`src/rtl/serial_adder_pkg.sv`:
```
// Shared types for the bit-serial adder.
// State encoding and counter sizing helper.
package serial_adder_pkg;

  typedef enum logic [1:0] {
    ST_IDLE  = 2'd0,
    ST_SHIFT = 2'd1,
    ST_DONE  = 2'd2
  } state_t;

  // Bits needed to hold a count of 0..w
  function automatic int cnt_width(input int w);
    return $clog2(w + 1);
  endfunction

endpackage

```
`src/rtl/halfadder.sv`:
```
// Single-bit half adder cell.
// Ports: a, b in; s (sum), c (carry) out.
module halfadder (
  input  logic a,
  input  logic b,
  output logic s,
  output logic c
);

  assign s = a ^ b;
  assign c = a & b;

endmodule

```
`src/rtl/serial_adder_fa_cell.sv`:
```
// Full adder built from two half adders and an OR.
// Ports: a, b, cin in; sum, cout out. Combinational.
module fa_cell (
  input  logic a,
  input  logic b,
  input  logic cin,
  output logic sum,
  output logic cout
);

  logic s0;
  logic c0;
  logic c1;

  halfadder ha0 (
    .a (a),
    .b (b),
    .s (s0),
    .c (c0)
  );

  halfadder ha1 (
    .a (s0),
    .b (cin),
    .s (sum),
    .c (c1)
  );

  assign cout = c0 | c1;

endmodule

```
`src/rtl/serial_adder.sv`:
```
// Bit-serial WIDTH-bit unsigned adder, LSB first.
// Ports: clk, rst, start, a, b in; busy, done, sum, carry out.
module serial_adder
  import serial_adder_pkg::*;
#(
  parameter int WIDTH = 8
) (
  input  logic             clk,
  input  logic             rst,
  input  logic             start,
  input  logic [WIDTH-1:0] a,
  input  logic [WIDTH-1:0] b,
  output logic             busy,
  output logic             done,
  output logic [WIDTH-1:0] sum,
  output logic             carry
);

  localparam int CW = cnt_width(WIDTH);
  localparam logic [CW-1:0] LAST = CW'(WIDTH - 1);

  state_t state;
  state_t state_nxt;

  logic [WIDTH-1:0] sa;
  logic [WIDTH-1:0] sb;
  logic [WIDTH-1:0] sr;
  logic [WIDTH:0]   sr_cat;
  logic [CW-1:0]    cnt;
  logic             cff;
  logic             s;
  logic             co;
  logic             last;

  fa_cell u_fa (
    .a    (sa[0]),
    .b    (sb[0]),
    .cin  (cff),
    .sum  (s),
    .cout (co)
  );

  // New bit enters at the MSB; works for WIDTH=1
  assign sr_cat = {s, sr};
  assign last   = (cnt == LAST);

  assign busy = (state == ST_SHIFT);
  assign done = (state == ST_DONE);

  always_ff @(posedge clk) begin
    if (rst) begin
      state <= ST_IDLE;
    end else begin
      state <= state_nxt;
    end
  end

  always_comb begin
    state_nxt = state;
    unique case (state)
      ST_IDLE: begin
        if (start) begin
          state_nxt = ST_SHIFT;
        end
      end
      ST_SHIFT: begin
        if (last) begin
          state_nxt = ST_DONE;
        end
      end
      ST_DONE: begin
        state_nxt = ST_IDLE;
      end
      default: begin
        state_nxt = ST_IDLE;
      end
    endcase
  end

  // Result is captured on the edge that finishes the last
  // bit, so sum/carry already show it while done is high.
  always_ff @(posedge clk) begin
    if (rst) begin
      sa    <= '0;
      sb    <= '0;
      sr    <= '0;
      cff   <= 1'b0;
      cnt   <= '0;
      sum   <= '0;
      carry <= 1'b0;
    end else begin
      unique case (state)
        ST_IDLE: begin
          if (start) begin
            sa  <= a;
            sb  <= b;
            cff <= 1'b0;
            cnt <= '0;
          end
        end
        ST_SHIFT: begin
          sa  <= sa >> 1;
          sb  <= sb >> 1;
          sr  <= sr_cat[WIDTH:1];
          cff <= co;
          cnt <= cnt + CW'(1);
          if (last) begin
            sum   <= sr_cat[WIDTH:1];
            carry <= co;
          end
        end
        default: begin
        end
      endcase
    end
  end

endmodule

```
`config.mk`:
```
export PLATFORM = sky130hd
export DESIGN_NAME = serial_adder
export DESIGN_NICKNAME = d
export VERILOG_FILES = /design/src/rtl/serial_adder_pkg.sv /design/src/rtl/halfadder.sv /design/src/rtl/serial_adder_fa_cell.sv /design/src/rtl/serial_adder.sv
export SDC_FILE = /design/constraint.sdc
export NUM_CORES = 1
export LEC_CHECK = 0
export BUFFER_PORTS_ARGS = -buffer_cell sky130_fd_sc_hd__clkbuf_2
export CORE_MARGIN = 5
export CORE_UTILIZATION = 54
export DETAILED_ROUTE_END_ITERATION = 12
export PLACE_DENSITY = 0.88
export SKIP_LAST_GASP = 1
export SYNTH_ARGS = -nofsm -noshare
export SYNTH_HDL_FRONTEND = slang
export SYNTH_SLANG_ARGS = --single-unit
```
`constraint.sdc`:
```
create_clock -name clk -period 1.6 [get_ports clk]
set_clock_uncertainty 0.2 [all_clocks]
set_input_delay 0.32 -clock clk [delete_from_list [all_inputs] [get_ports clk]]
set_output_delay 0.32 -clock clk [all_outputs]
set_load 0.05 [all_outputs]
```
Word-level counts from Yosys, hierarchy flattened --
Index checks and enable logic that the tools add are counted.
Cells by class: add/subtract/negate cells 1, equal/unequal tests 5, muxes and demuxes 11, bitwise gates (word level) 5, reduce and logical (&&, ||, !) cells 5
Operator list (number):
- 8-bit one-hot mux with 2 select lines | 2
- 8-bit two-way mux | 2
- 4-bit one-hot mux with 2 select lines | 1
- 2-bit AND reduction | 3
- 4-bit by 1-bit adder with 4-bit output (second input constant) | 1
- 4-bit by 3-bit == test with 1-bit output (second input constant) | 1
- 2-bit two-way mux | 2
- 4-bit two-way mux | 1
- 2-bit one-hot mux with 2 select lines | 1
- 1-bit bitwise AND | 2
- 2-bit by 1-bit == test with 1-bit output (second input constant) | 1
- 2-bit == test (second input constant) | 1
- 2-bit zero test | 1
- 2-bit by 1-bit != test with 1-bit output (second input constant) | 1
- 2-bit != test (second input constant) | 1
- 1-bit one-hot mux with 2 select lines | 1
- 2-bit nonzero test | 1
- 1-bit XOR | 2
- 1-bit two-way mux | 1
- 1-bit OR | 1
Word-level totals: flip-flop bits (word level) 40, bits of input ports 19, output and inout bits 11, word-level logic and storage cells 35

Longest topological paths before layout --
word-level depth 4, depth in mapped cells 7, gate-level depth less buffers 4

By module --
Synthesis repeated with hierarchy kept, for this count alone.
Second synthesis, totals: cells, all modules 190, area, all modules 1670.4 µm²
Modules (own cells, without submodules):
- serial_adder | times used 1, cells each 187, area an instance 1639.1 µm², seq. area each 780.7 µm²
- halfadder | times used 2, cells each 1, area an instance 12.5 µm², seq. area each 0.0 µm²
- fa_cell | times used 1, cells each 1, area an instance 6.3 µm², seq. area each 0.0 µm²

Worst setup path after synthesis --
No wires, ideal clock.
path type reg-to-output, from reg state[1], to out done, data arrival time 1.136 ns, required time 1.080 ns, slack -0.056 ns, stages on the path, launching flop included 3, path buffers 1, cells stage by stage dfxtp_1 buf_6 nor2b_1
On the way: longest elaborated chain between the ends 1
Ends and longest elaborated chain:
- start: declaration | line serial_adder.sv:22 | state_t state;
- start signal: assignment | line serial_adder.sv:54 | state <= state_nxt;
- 2-bit == test | line serial_adder.sv:48 | assign done = (state == ST_DONE);
- end: declaration | line serial_adder.sv:14 | output logic done,
No other way between the ends.

Worst setup path in the final report --
from reg state[1], to out busy
On the way: longest elaborated chain between the ends 1
Ends and longest elaborated chain:
- 2-bit by 1-bit == test with 1-bit output | line serial_adder.sv:47 | assign busy = (state == ST_SHIFT);
- end: declaration | line serial_adder.sv:13 | output logic busy,
No other way between the ends.

==> impl_metrics.py <==
metrics = {
    "flow_run": {
        "max-cap-violations": 0,
    },
    "routing": {
        "drc": 0,
        "final_antenna_net_count": 0,
        "vias": 1472,
        "wirelength_um": 3830,
        "post_drt_wl_per_cell_um": 14.0,
        "drt-vias-per-instance": 5.39,
        "drt_iter0_drc": 82,
        "drtPass1Iterations": 4,
    },
    "grt": {
        "grt_pass1_wl_um": 6440,
        "track_usage_pct": 19.7,
        "grt-ovfl-total": 0,
        "antenna_found_initial": 0,
        "grt_max_degree": 32,
        "grt_pass1_vias": 1415,
    },
    "synth": {
        "synth-edff-count": 0,
        "synthArstFlopShare_pct": 0,
        "synth_nets": 209,
        "ys_ff_latch": 39,
        "synth_fa_ha_area_share_pct": 1.96,
        "synthMuxAreaShare_pct": 5.43,
        "synth.distinct_cells": 26,
        "yosys_warnings": 0,
        "dominantRegCellSynth": "dfxtp_1",
        "synth_area_leaders": "dfxtp_1 (47%), nand2b_1 (7.2%), a211oi_1 (6.8%), nand2_1 (6.8%), a21oi_1 (6.6%)",
        "synth_compound_area_share_pct": 17.5,
        "synthesis.area_sq_mm": 0.00166,
        "synth_top_family_by_area": "simple AND/OR/NAND/NOR gates",
        "avgSynthCellArea_sq_um": 8.82,
        "synth_top_area_share_pct": 47.1,
        "syn_inst": 188,
        "synth-simple-area-share_pct": 22.1,
        "seq_area_frac_synth_pct": 47.1,
        "synth_xor_area_share_pct": 0,
        "synth_largest_area_cell": "dfxtp_1",
    },
    "layout": {
        "area_delta_synth_final_pct": 32.2,
        "design_area_sq_mm": 0.00219,
        "drive_gt1_share_pct": 27.1,
        "final_nets": 260,
        "diodes": 0,
        "instances_no_fill": 273,
    },
    "cts": {
        "cts_buffers": 5,
        "cts_sinks": 39,
        "tritoncts": "done",
        "cts_buffer_depth": 2,
        "htree_levels": 2,
        "clk_pin_slew_worst_paths_ns": 0.12,
        "insertion_delay_ns": 0.35,
        "root_buffer": "clkbuf_4",
    },
    "timing": {
        "setup-tns-final_ns": -0.0172,
        "slew_viol_final": 0,
        "max_freq_mhz": 618,
        "setup_ws_ns": -0.0172,
        "setup_violations": 1,
        "worstMarginPinSlew_ns": 0.528,
        "fin_crit_sh_pct": 101,
        "finalCriticalPeriod_ns": 1.62,
        "slew_headroom_pct": 64.8,
        "rsz0062_at_grt": "true",
        "holdWs_ns": 0.0134,
        "hold_viol": 0,
    },
    "place": {
        "placed_cells": 248,
        "dp_hpwl_um": 2240,
        "gp_congestion": 0.821,
        "port-buffer-count": 29,
        "place_area_sq_mm": 0.00187,
    },
    "die": {
        "core_sq_mm": 0.00300,
        "die_x_um": 65.4,
        "std_cell_rows": 20,
        "start_util_pct": 55.2,
        "io_pins": 30,
        "die_area_sq_mm": 0.00428,
        "die_h_um": 65.4,
    },
    "run_status": {
        "violations": "negative setup slack",
        "status": "complete, but fails checks",
    },
    "pwr": {
        "cellPowerDensity_mw_per_mm2": 911,
        "p_leak_nw": 0.899,
        "vdd_drop_max_mv": 0.608,
    },
    "critical_path": {
        "critPathLaunchType": "flip-flop",
        "cp.arrival_ns": 1.10,
        "required_ns": 1.08,
        "path_class": "reg2out",
        "crit_path_max_fanout": 4,
        "worst_setup_path_end_kind": "primary output",
    },
    "min_path": {
        "hold_path_class": "in2reg",
    },
}
## synthesized netlist by cell type, types with 2 or more instances
master	n
buf_2	3
a21oi_1	22
nand3_1	2
a22oi_1	4
buf_6	3
a211oi_1	15
nand2b_1	19
nand2_1	30
clkbuf_1	5
buf_4	3
dfxtp_1	39
nor3_1	2
mux2i_1	9
nor2_1	20
## cell families after synthesis
kind of cell | Yosys count
muxes | 9
adders and majority gates | 2
and+or+nand+nor | 78
DFF | 39
AOI/OAI and AO/OA | 45
buffers and inverters | 15
## through the flow
| stage | setup WS (ns) | total power [mW] | util (%) |
|---|---|---|---|
| floorplan | 0.0129 | 1.21 | - |
| global placement | 0.0797 | 1.27 | 62.4 |
| detailed placement | 0.0104 | 1.27 | 62.4 |
| CTS | -0.0202 | 1.99 | 71.6 |
| global route | -0.0670 | 2.10 | 73.0 |
| finish | -0.0172 | 2.00 | 73.0 |
## final timing paths
path / startpoint / end / slack (ns) / depth (start not counted)
worst min-delay path: a[0] / sa[0]$_SDFFE_PP0P_ / 0.01 / 3
worst max-delay path: state[1]$_SDFFE_PP0P_ / busy / -0.02 / 3
worst max register to register: state[1]$_SDFFE_PP0P_ / sb[6]$_SDFFE_PP0P_ / 0.03 / 6
worst min register to register: sr[1]$_SDFFE_PP0P_ / sr[1]$_SDFFE_PP0P_ / 0.26 / 2
## area by class of cell
| cell class | count | area [sq um] |
|---|---|---|
| Timing Repair Buffer | 58 | 450 |
| Multi-Input combinational cell | 134 | 813 |
| Clock inverter | 2 | 35.0 |
| Sequential cell | 39 | 793 |
| Fill cell | 222 | 810 |
| Tap cell | 33 | 41.3 |
| Clock buffer | 6 | 51.3 |
| Inverter | 1 | 8.76 |
## report_power, final
part           leakage, nW  internal (mW)  switching [mW]
sequential           0.321           1.01          0.0320
combinational        0.530          0.131           0.135
clock               0.0482          0.369           0.320
## flip-flops by register name, indices dropped and copies added, names as in the netlist
register / cells
sa: 8
sb: 8
sum: 8
sr: 7
cnt: 4
state: 2
carry: 1
cff: 1
## timing repair
| action | in CTS | in global routing |
|---|---|---|
| hold buffers | 12 | 1 |
| resized for setup | 10 | 9 |
| pin swaps | 1 | 1 |
| endpoints found under the hold margin | 12 | 1 |
| setup buffers | 4 | 0 |
| setup endpoints to repair | 5 | 26 |
## cells in the final DEF (no fill, tap or decap), types with 2 or more instances in the layout
cell type	Yosys	final
a21oi_1	22	22
clkbuf_2	0	27
dfxtp_1	39	35
a22oi_1	4	4
buf_4	3	14
a211oi_1	15	14
nor2_1	20	20
nor3_1	2	2
dlygate4sd3_1	0	13
dfxtp_4	0	3
clkbuf_4	0	5
buf_12	0	2
mux2i_1	9	9
nand2_1	30	30
nand2b_1	19	18
nand3_1	2	2
## routing by layer
metal  wire length (um)  track usage [%]  part of all wire (%)  up-vias
met5                  0                0                     0        -
met4                 98             8.29                   2.6        0
met3                234             6.67                   6.1       13
met2               1890             32.4                    49       41
met1               1610             23.3                    42      678
li1                   -                -                     -      740
## critical path: stages (launching register included)
cell and delay [ns]:
dfxtp_4 0.37, nand2b_4 0.16, inv_6 0.06, clkbuf_16 0.15
Note: power is estimated with default switching activity, not from simulation.
